**config.mk**
```make
export PLATFORM = sky130hd
export DESIGN_NAME = period_avg_flat
export DESIGN_NICKNAME = d
export VERILOG_FILES = /design/src/rtl/period_avg_if.sv /design/src/rtl/period_avg.sv /design/src/flat_wrapper.sv
export SDC_FILE = /design/constraint.sdc
export NUM_CORES = 1
export LEC_CHECK = 0
export ABC_CLOCK_PERIOD_IN_PS = 6100
export CAP_MARGIN = 20
export CORE_MARGIN = 3
export CORE_UTILIZATION = 53
export DETAILED_ROUTE_END_ITERATION = 12
export PLACE_DENSITY_LB_ADDON = 0.12
export SLEW_MARGIN = 10
export SYNTH_ARGS = -nofsm -noshare
export SYNTH_HDL_FRONTEND = slang
export SYNTH_SLANG_ARGS = --single-unit
```
**constraint.sdc**
```tcl
create_clock -name clk -period 6.1 [get_ports clk]
set_clock_uncertainty 0.15 [all_clocks]
set_input_delay 0.61 -clock clk [delete_from_list [all_inputs] [get_ports clk]]
set_output_delay 0.61 -clock clk [all_outputs]
set_load 0.02 [all_outputs]
```
**src/rtl/period_avg_if.sv**
```systemverilog
// Bundle between the upstream ramp counter, period_avg and the readout logic.
// slave : the averaging block (consumes cnt/clr, produces the result stream)
// master: the environment (drives cnt/clr and ready, observes the result)
interface period_avg_if #(
  parameter int W = 5
);
  logic [W-1:0] cnt_i;
  logic         clr_n_i;
  logic [W-1:0] avg_o;
  logic         avg_valid_o;
  logic         avg_ready_i;
  logic         wrap_o;
  logic         ovr_o;
  logic [W-1:0] min_o;
  logic [W-1:0] max_o;

  modport slave (
    input  cnt_i, clr_n_i, avg_ready_i,
    output avg_o, avg_valid_o, wrap_o, ovr_o, min_o, max_o
  );

  modport master (
    output cnt_i, clr_n_i, avg_ready_i,
    input  avg_o, avg_valid_o, wrap_o, ovr_o, min_o, max_o
  );
endinterface

```
**src/rtl/period_avg.sv**
```systemverilog
// period_avg: recovers the final count of each upstream ramp period, averages
// 2^LOG2_N periods and hands the result out on a valid/ready stream.
// Flags counter wrap within a window (wrap_o) and dropped results (ovr_o).
// Optional macro PERIOD_AVG_MINMAX_EN adds per-window min/max of the samples;
// without it min_o/max_o are tied to 0.
module period_avg #(
  parameter int W      = 5,
  parameter int LOG2_N = 2
) (
  input  logic        clk,
  input  logic        rst_n,
  input  logic        en,
  period_avg_if.slave bus
);

  typedef enum logic {SYNC, ACC} state_t;

  state_t              state_q;
  logic [W-1:0]        cnt_q;
  logic                clr_q;
  logic [W+LOG2_N-1:0] sum_q;
  logic [W+LOG2_N-1:0] sum_d;
  logic [LOG2_N-1:0]   idx_q;
  logic                pwrap_q;
  logic                wacc_q;
  logic [W-1:0]        avg_q;
  logic [W-1:0]        avg_d;
  logic                valid_q;
  logic                wrap_q;
  logic                ovr_q;

  logic                period_ev;
  logic                wrap_ev;
  logic                last;
  logic                acc_ev;
  logic                issue;
  logic                load;
  logic [W-1:0]        sample;

  // Event detection, sample selection and window arithmetic
  always_comb begin
    period_ev = clr_q & ~bus.clr_n_i;
    wrap_ev   = bus.clr_n_i & (cnt_q == '1) & (bus.cnt_i == '0);
    // A wrapped period saturates: its sample is the full-scale count.
    sample    = pwrap_q ? '1 : cnt_q;
    sum_d     = sum_q + {{LOG2_N{1'b0}}, sample};
    avg_d     = sum_d[W+LOG2_N-1:LOG2_N];
    last      = (idx_q == '1);
    acc_ev    = en & (state_q == ACC) & period_ev;
    issue     = acc_ev & last;
    load      = issue & (~valid_q | bus.avg_ready_i);
  end

  // FSM, accumulator and registered result/handshake state
  always_ff @(posedge clk) begin
    if (!rst_n) begin
      state_q <= SYNC;
      cnt_q   <= '0;
      clr_q   <= 1'b1;
      sum_q   <= '0;
      idx_q   <= '0;
      pwrap_q <= 1'b0;
      wacc_q  <= 1'b0;
      avg_q   <= '0;
      valid_q <= 1'b0;
      wrap_q  <= 1'b0;
      ovr_q   <= 1'b0;
    end else begin
      cnt_q <= bus.cnt_i;
      clr_q <= bus.clr_n_i;

      // Transfer retires the held result; a same-edge load below re-asserts.
      if (valid_q && bus.avg_ready_i) valid_q <= 1'b0;

      if (!en) begin
        state_q <= SYNC;
        sum_q   <= '0;
        idx_q   <= '0;
        pwrap_q <= 1'b0;
        wacc_q  <= 1'b0;
      end else begin
        if (wrap_ev) pwrap_q <= 1'b1;
        case (state_q)
          SYNC: begin
            if (period_ev) begin
              state_q <= ACC;
              sum_q   <= '0;
              idx_q   <= '0;
              pwrap_q <= 1'b0;
              wacc_q  <= 1'b0;
            end
          end
          ACC: begin
            if (period_ev) begin
              pwrap_q <= 1'b0;
              if (last) begin
                sum_q  <= '0;
                idx_q  <= '0;
                wacc_q <= 1'b0;
                if (load) begin
                  avg_q   <= avg_d;
                  wrap_q  <= wacc_q | pwrap_q;
                  valid_q <= 1'b1;
                end else begin
                  ovr_q <= 1'b1;
                end
              end else begin
                sum_q  <= sum_d;
                idx_q  <= idx_q + LOG2_N'(1);
                wacc_q <= wacc_q | pwrap_q;
              end
            end
          end
          default: state_q <= SYNC;
        endcase
      end
    end
  end

  assign bus.avg_o       = avg_q;
  assign bus.avg_valid_o = valid_q;
  assign bus.wrap_o      = wrap_q;
  assign bus.ovr_o       = ovr_q;

`ifdef PERIOD_AVG_MINMAX_EN
  logic [W-1:0] min_acc_q;
  logic [W-1:0] max_acc_q;
  logic [W-1:0] min_d;
  logic [W-1:0] max_d;
  logic [W-1:0] min_q;
  logic [W-1:0] max_q;

  // Running window extremes; the first sample of a window seeds both
  always_comb begin
    min_d = sample;
    max_d = sample;
    if (idx_q != '0) begin
      if (min_acc_q < sample) min_d = min_acc_q;
      if (max_acc_q > sample) max_d = max_acc_q;
    end
  end

  // Extremes follow the same load/hold rules as the average
  always_ff @(posedge clk) begin
    if (!rst_n) begin
      min_acc_q <= '0;
      max_acc_q <= '0;
      min_q     <= '0;
      max_q     <= '0;
    end else begin
      if (acc_ev) begin
        min_acc_q <= min_d;
        max_acc_q <= max_d;
      end
      if (load) begin
        min_q <= min_d;
        max_q <= max_d;
      end
    end
  end

  assign bus.min_o = min_q;
  assign bus.max_o = max_q;
`else
  assign bus.min_o = '0;
  assign bus.max_o = '0;
`endif

endmodule

```
**src/flat_wrapper.sv**
```systemverilog
// flat-port wrapper written by rule: the top's interface ports become plain ports
module period_avg_flat 
#(
  parameter int W      = 5,
  parameter int LOG2_N = 2
)
  (clk, rst_n, en, bus_cnt_i, bus_clr_n_i, bus_avg_ready_i, bus_avg_o, bus_avg_valid_o, bus_wrap_o, bus_ovr_o, bus_min_o, bus_max_o);
  period_avg_if #(.W(W)) bus_i ();
  input  logic clk;
  input  logic rst_n;
  input  logic en;
  input wire logic [$bits(bus_i.cnt_i)-1:0] bus_cnt_i;
  input wire logic [$bits(bus_i.clr_n_i)-1:0] bus_clr_n_i;
  input wire logic [$bits(bus_i.avg_ready_i)-1:0] bus_avg_ready_i;
  output wire logic [$bits(bus_i.avg_o)-1:0] bus_avg_o;
  output wire logic [$bits(bus_i.avg_valid_o)-1:0] bus_avg_valid_o;
  output wire logic [$bits(bus_i.wrap_o)-1:0] bus_wrap_o;
  output wire logic [$bits(bus_i.ovr_o)-1:0] bus_ovr_o;
  output wire logic [$bits(bus_i.min_o)-1:0] bus_min_o;
  output wire logic [$bits(bus_i.max_o)-1:0] bus_max_o;
  assign bus_i.cnt_i = bus_cnt_i;
  assign bus_i.clr_n_i = bus_clr_n_i;
  assign bus_i.avg_ready_i = bus_avg_ready_i;
  assign bus_avg_o = bus_i.avg_o;
  assign bus_avg_valid_o = bus_i.avg_valid_o;
  assign bus_wrap_o = bus_i.wrap_o;
  assign bus_ovr_o = bus_i.ovr_o;
  assign bus_min_o = bus_i.min_o;
  assign bus_max_o = bus_i.max_o;
  period_avg #(.W(W), .LOG2_N(LOG2_N)) u_core (.clk(clk), .rst_n(rst_n), .en(en), .bus(bus_i));
endmodule
```
==> results of run 1 <==
==> worst min-delay path by stage <==
stage / endpoint / depth (start not counted) / slack, ns / start
2_1_floorplan: u_core.sum_q[3] / 2 / 0.28 / u_core.sum_q[3]
4_1_cts: u_core.bus.avg_o[2] / 2 / 0.33 / u_core.bus.avg_o[2]
5_1_grt: u_core.idx_q[1] / 2 / 0.36 / u_core.idx_q[1]
3_5_place_dp: u_core.sum_q[3] / 2 / 0.31 / u_core.sum_q[3]
3_3_place_gp: u_core.sum_q[4] / 2 / 0.29 / u_core.sum_q[4]
6_report: u_core.bus.avg_o[2] / 2 / 0.33 / u_core.bus.avg_o[2]
==> layout make-up <==
cell class              count  share of cell area (%)
well taps                  28                    2.35
repair buffers             17                    11.4
flip-flops and latches     26                    35.0
inverters                   5                    1.26
multi-input cells         109                    47.6
clock buffers               4                    2.44
==> cell families after synthesis <==
logic type / after synthesis / share of synthesized area (%)
buf+inv: 19 / 8.44
simple gates: 58 / 25.7
xor+xnor: 3 / 2.01
other cells: 1 / 0.287
mux: 2 / 1.53
flops: 26 / 39.9
compound gates: 29 / 14.9
fa+ha+maj: 7 / 7.29
==> cells in the final DEF, fill, tap and decap left out, drive strengths merged, types with 6 or more instances in the layout <==
cell type,n
nor2b,6
nand2,12
nor2,8
dfxtp,26
a21oi,7
conb,10
ha,6
clkdlybuf4s50,17
==> metrics by stage <==
stage / cells / area (µm²)
after floorplan: 154 / 1340
after global placement: 185 / 1450
after detailed placement: 185 / 1450
after CTS: 189 / 1490
after global routing: 189 / 1490
final: 189 / 1490
==> per-layer routing <==
layer  share of wire [%]  track usage, %  vias to the layer above
met5                   0               0                        -
met4                0.76            5.21                        0
met3                 5.2            3.02                        2
met2                  43            22.8                       31
met1                  51            21.1                      463
li1                    -               -                      521
==> power by group <==
group / internal [mW] / switching (mW) / leakage, nW
logic: 0.0114 / 0.0158 / 0.362
registers: 0.172 / 0.00167 / 0.211
clock network: 0.0364 / 0.0480 / 0.0210
==> worst max-delay path, delay by kind of cell <==
kind	cells	cell delay [ns]
AND/OR/NAND/NOR	2	0.85
AO/OA/AOI/OAI	2	0.34
buffers and inverters	1	0.88
==> state kept, by name, indices dropped and copies added (netlist names), 2 cells and up <==
register,cells
u_core.idx_q,2
u_core.bus.avg_o,5
u_core.cnt_q,5
u_core.sum_q,7
==> impl_metrics.py, run 1 <==
metrics = {
    "finish": {
        "antenna_cells": 0,
        "utilization_pct": 65.4,
        "fillers": 191,
        "multi_input_area_um2": 708,
        "synthToLayoutAreaGrowth_pct": 14.1,
        "seq_area_um2": 520,
        "drive_gt1_share_pct": 8.07,
        "nNetsFinal": 179,
    },
    "setup_path": {
        "worstSetupPathType": "input pin to flop",
        "start_kind": "input pin",
        "startpoint": "rst_n",
        "reg2reg_depth": 6,
        "cp-end-kind": "flop",
        "r2r-start": "u_core.pwrap_q",
        "regToRegSetupSlack_ns": 3.85,
        "cp_cell_sequence": "clkdlybuf4s50_1 -> nand2_1 -> nor3_1 -> a31oi_1 -> o21ai_0",
        "crit_slowest_cell": "clkdlybuf4s50_1",
        "crit_fanout": 20,
        "required_ns": 6.20,
        "regToRegEndpoint": "u_core.sum_q[5]",
        "cp-endpoint": "u_core.sum_q[6]",
        "slowest_delay_ns": 0.88,
        "arrival_ns": 2.68,
    },
    "power_and_ir_drop": {
        "ir_drop_uv": 154,
        "leakage_nw": 0.594,
        "cellPowerDensity_nw_per_um2": 192,
        "p_total_uw": 286,
    },
    "sta": {
        "slew_headroom_pct": 47.9,
        "hold_viol_final": 0,
        "whs_ns": 0.332,
        "fin_crit_ns": 2.58,
        "worst_slew_pin_slew_ns": 0.778,
        "max_freq_mhz": 388,
        "timing.final.crit_share_pct": 42.3,
        "setup_slack_ns": 3.52,
        "setup_violations": 0,
        "rsz0062_at_grt": "no",
        "tns_ns": 0,
        "slew_viol_final": 0,
    },
    "synth": {
        "yosysTopAreaCellShare_pct": 39.9,
        "synth-edff-count": 0,
        "synth_area_leaders": "dfxtp_1, buf_4, ha_1",
        "yosys_warnings": 0,
        "ys_ff_latch": 26,
        "yosysSeqAreaShare_pct": 39.9,
        "synth_common_cells": "dfxtp_1, nand2_1, buf_4, nor2_1, a21oi_1",
        "synthesis.area_um2": 1310,
        "synth_most_common_cell": "dfxtp_1",
        "synth_cell_types": 41,
        "async_flop_share_pct": 0,
        "avgSynthCellArea_um2": 9.00,
        "ys.flop_type": "dfxtp_1",
        "yosys.area.top_type": "dfxtp_1",
        "synthCells": 145,
    },
    "floorplan": {
        "dieArea_um2": 3090,
        "rows": 17,
        "ios": 28,
        "die_w_um": 55.6,
        "die_h_um": 55.6,
        "core-area_um2": 2280,
        "start_util_pct": 57.3,
    },
    "clock_tree": {
        "postCtsHoldBufs": 0,
        "ctsResizeCount": 0,
        "clk_pin_slew_worst_paths_ns": 0.14,
        "cts.sinks": 26,
        "clk_latency_ns": 0.31,
        "clock_path_buffers": 2,
        "cts-buffers-inserted": 3,
        "post-cts-setup-buffers": 0,
        "cts_tree": "yes",
        "root_buffer": "clkbuf_4",
        "h-tree-depth": 1,
    },
    "route": {
        "routed_via_density": 5.38,
        "antenna_left": 0,
        "drt-initial-drc-count": 27,
        "totalWireLength_um": 2360,
        "vias": 1017,
        "first_pass_iters": 4,
        "wl_per_cell_um": 12.5,
        "drc_errors": 0,
    },
    "grt": {
        "grt.overflow.total": 0,
        "grt_max_degree": 21,
        "grt_pass1_wl_um": 3820,
        "antenna_found_initial": 0,
        "grt_pass1_vias": 885,
        "track_usage_pct": 15.0,
    },
    "status": {
        "status": "completed",
    },
    "placed_design": {
        "dpl_worst_slack_ns": 3.20,
        "io_buffer_count": 17,
        "gp_congestion": 0.780,
        "hpwl_um": 1810,
    },
    "min_path": {
        "hold_class": "flop to flop",
    },
    "run": {
        "maxCapViolCount": 0,
    },
}
Power figures use the tool's default switching activity.
==> run 2, diff against run 1 <==
- ABC_CLOCK_PERIOD_IN_PS: 6100 -> 2600
- CORE_UTILIZATION: 53 -> 49
- clock period: 6.1 -> 2.6 ns (I/O delays scaled with it)
==> run 2 against run 1 <==
First-iteration DRC count grew 22%. Via count grew 2.7%. Combinational power grew 140%. Die area grew 7.3%. Critical endpoint is now u_core.sum_q[5]. Highest routed layer unchanged.
==> impl_metrics.py, run 2 (synthesized netlist as in run 1, its figures left out) <==
metrics = {
    "route": {
        "wl_per_cell_um": 13.1,
        "routed_via_density": 5.38,
        "drc_errors": 0,
        "antenna_left": 0,
        "vias": 1044,
        "first_pass_iters": 4,
        "drt-initial-drc-count": 33,
        "totalWireLength_um": 2550,
    },
    "sta": {
        "tns_ns": 0,
        "timing.final.crit_share_pct": 87.1,
        "rsz0062_at_grt": "no",
        "hold_viol_final": 0,
        "setup_slack_ns": 0.336,
        "fin_crit_ns": 2.26,
        "whs_ns": 0.326,
        "slew_viol_final": 0,
        "setup_violations": 0,
        "max_freq_mhz": 442,
    },
    "setup_path": {
        "slowest_delay_ns": 0.40,
        "cp-end-kind": "flop",
        "required_ns": 2.71,
        "worstSetupPathType": "flop to flop",
        "reg2reg_depth": 6,
        "crit_slowest_cell": "dfxtp_1",
        "cpLargestDelayFamily": "compound AO/OA/AOI/OAI gates",
        "arrival_ns": 2.37,
        "regToRegEndpoint": "u_core.sum_q[5]",
        "crit_fanout": 8,
        "cp_cell_sequence": "or2_2 -> ha_1 -> and3_1 -> a221o_1 -> o31a_1 -> mux2i_1",
        "r2r-start": "u_core.pwrap_q",
        "regToRegSetupSlack_ns": 0.34,
        "start_kind": "flop",
        "path_buf_inv": 0,
    },
    "floorplan": {
        "die_w_um": 57.6,
        "ios": 28,
        "dieArea_um2": 3320,
        "rows": 18,
        "die_h_um": 57.6,
        "core-area_um2": 2500,
        "start_util_pct": 52.2,
    },
    "power_and_ir_drop": {
        "ir_drop_uv": 289,
        "comb_power_share_pct": 9.7,
        "clkPwrFrac_pct": 30.4,
        "p_total_uw": 682,
        "p_int_uw": 518,
        "cellPowerDensity_nw_per_um2": 451,
        "power.switching_uw": 164,
        "p_seq_share_pct": 59.9,
        "swShare_pct": 24.1,
        "leakage_nw": 0.610,
    },
    "grt": {
        "grt_max_degree": 20,
        "grtUsageMet1_pct": 20.5,
        "grt.busiest_layer": "met2",
        "grt.overflow.total": 0,
        "use_met3_pct": 2.26,
        "grt_pass1_wl_um": 4260,
        "track_usage_pct": 16.0,
        "use_met2_pct": 27.7,
        "grt_pass1_vias": 976,
        "antenna_found_initial": 0,
    },
    "clock_tree": {
        "post-cts-setup-buffers": 0,
        "cts_tree": "yes",
        "clock_path_buffers": 2,
        "clk_latency_ns": 0.32,
        "ctsResizeCount": 0,
        "cts.sinks": 26,
        "postCtsHoldBufs": 0,
        "h-tree-depth": 1,
        "clk_pin_slew_worst_paths_ns": 0.15,
        "cts-buffers-inserted": 3,
        "root_buffer": "clkbuf_4",
    },
    "min_path": {
        "holdPathStages": 2,
        "hold_end": "u_core.idx_q[1]",
        "worstHoldStart": "u_core.idx_q[1]",
        "hold_class": "flop to flop",
    },
    "finish": {
        "largest_register_ffs": 7,
        "mostFrequentLayoutCells": "dfxtp_1, clkdlybuf4s50_1, nand2_1",
        "fillers": 219,
        "largest-register": "u_core.sum_q",
        "nNetsFinal": 182,
        "drive_gt1_share_pct": 9.76,
        "synthToLayoutAreaGrowth_pct": 16.0,
        "antenna_cells": 0,
        "stdcell_area_um2": 1510,
        "final_common_cell": "dfxtp_1",
        "layout.cells.non_filler": 194,
        "utilization_pct": 60.6,
    },
    "placed_design": {
        "hpwl_um": 1990,
        "dp_cells": 190,
        "dpl_worst_slack_ns": 0.388,
        "place_area_um2": 1480,
        "gp_congestion": 0.892,
        "io_buffer_count": 17,
    },
    "status": {
        "status": "completed",
    },
    "run": {
        "maxCapViolCount": 0,
    },
}
[run 2: final cells by class]
class / count / area (µm²) / share of cell area (%)
Inverter: 5 / 18.8 / 1.24
Timing Repair Buffer: 20 / 193 / 12.7
Clock buffer: 4 / 36.3 / 2.40
Tap cell: 30 / 37.5 / 2.48
Multi-Input combinational cell: 109 / 708 / 46.8
Sequential cell: 26 / 520 / 34.4
[run 2: worst max path at each step]
stage,start,endpoint,slack [ns],cells past startpoint
after floorplan,u_core.pwrap_q,u_core.sum_q[5],0.51,6
after global placement,u_core.pwrap_q,u_core.sum_q[5],0.45,6
after detailed placement,u_core.pwrap_q,u_core.sum_q[5],0.39,6
after CTS,u_core.pwrap_q,u_core.sum_q[5],0.34,6
after global routing,u_core.pwrap_q,u_core.sum_q[5],0.23,6
final,u_core.pwrap_q,u_core.sum_q[5],0.34,6
[run 2: per-layer routing]
layer  vias up  wire (µm)
li1        528          -
met1       486       1140
met3         2        142
met4         0         13
met5         -          0
met2        28       1250
[run 2: power groups by stage]
stage / Combinational, mW / Clock (mW) / Sequential (mW)
after floorplan: 0.0539 / 0 / 0.416
after global placement: 0.0645 / 0 / 0.417
after detailed placement: 0.0661 / 0 / 0.418
after CTS: 0.0663 / 0.214 / 0.409
after global routing: 0.0730 / 0.229 / 0.410
final: 0.0664 / 0.207 / 0.409
[run 2: worst reg2reg max path: cells and delay by family, from the launching register on]
kind,cells,cell delay (ns)
AND/OR/NAND/NOR,2,0.53
multiplexers,1,0.12
flip-flops,1,0.40
AO/OA/AOI/OAI,2,0.65
adder cells (fa/ha/maj),1,0.36
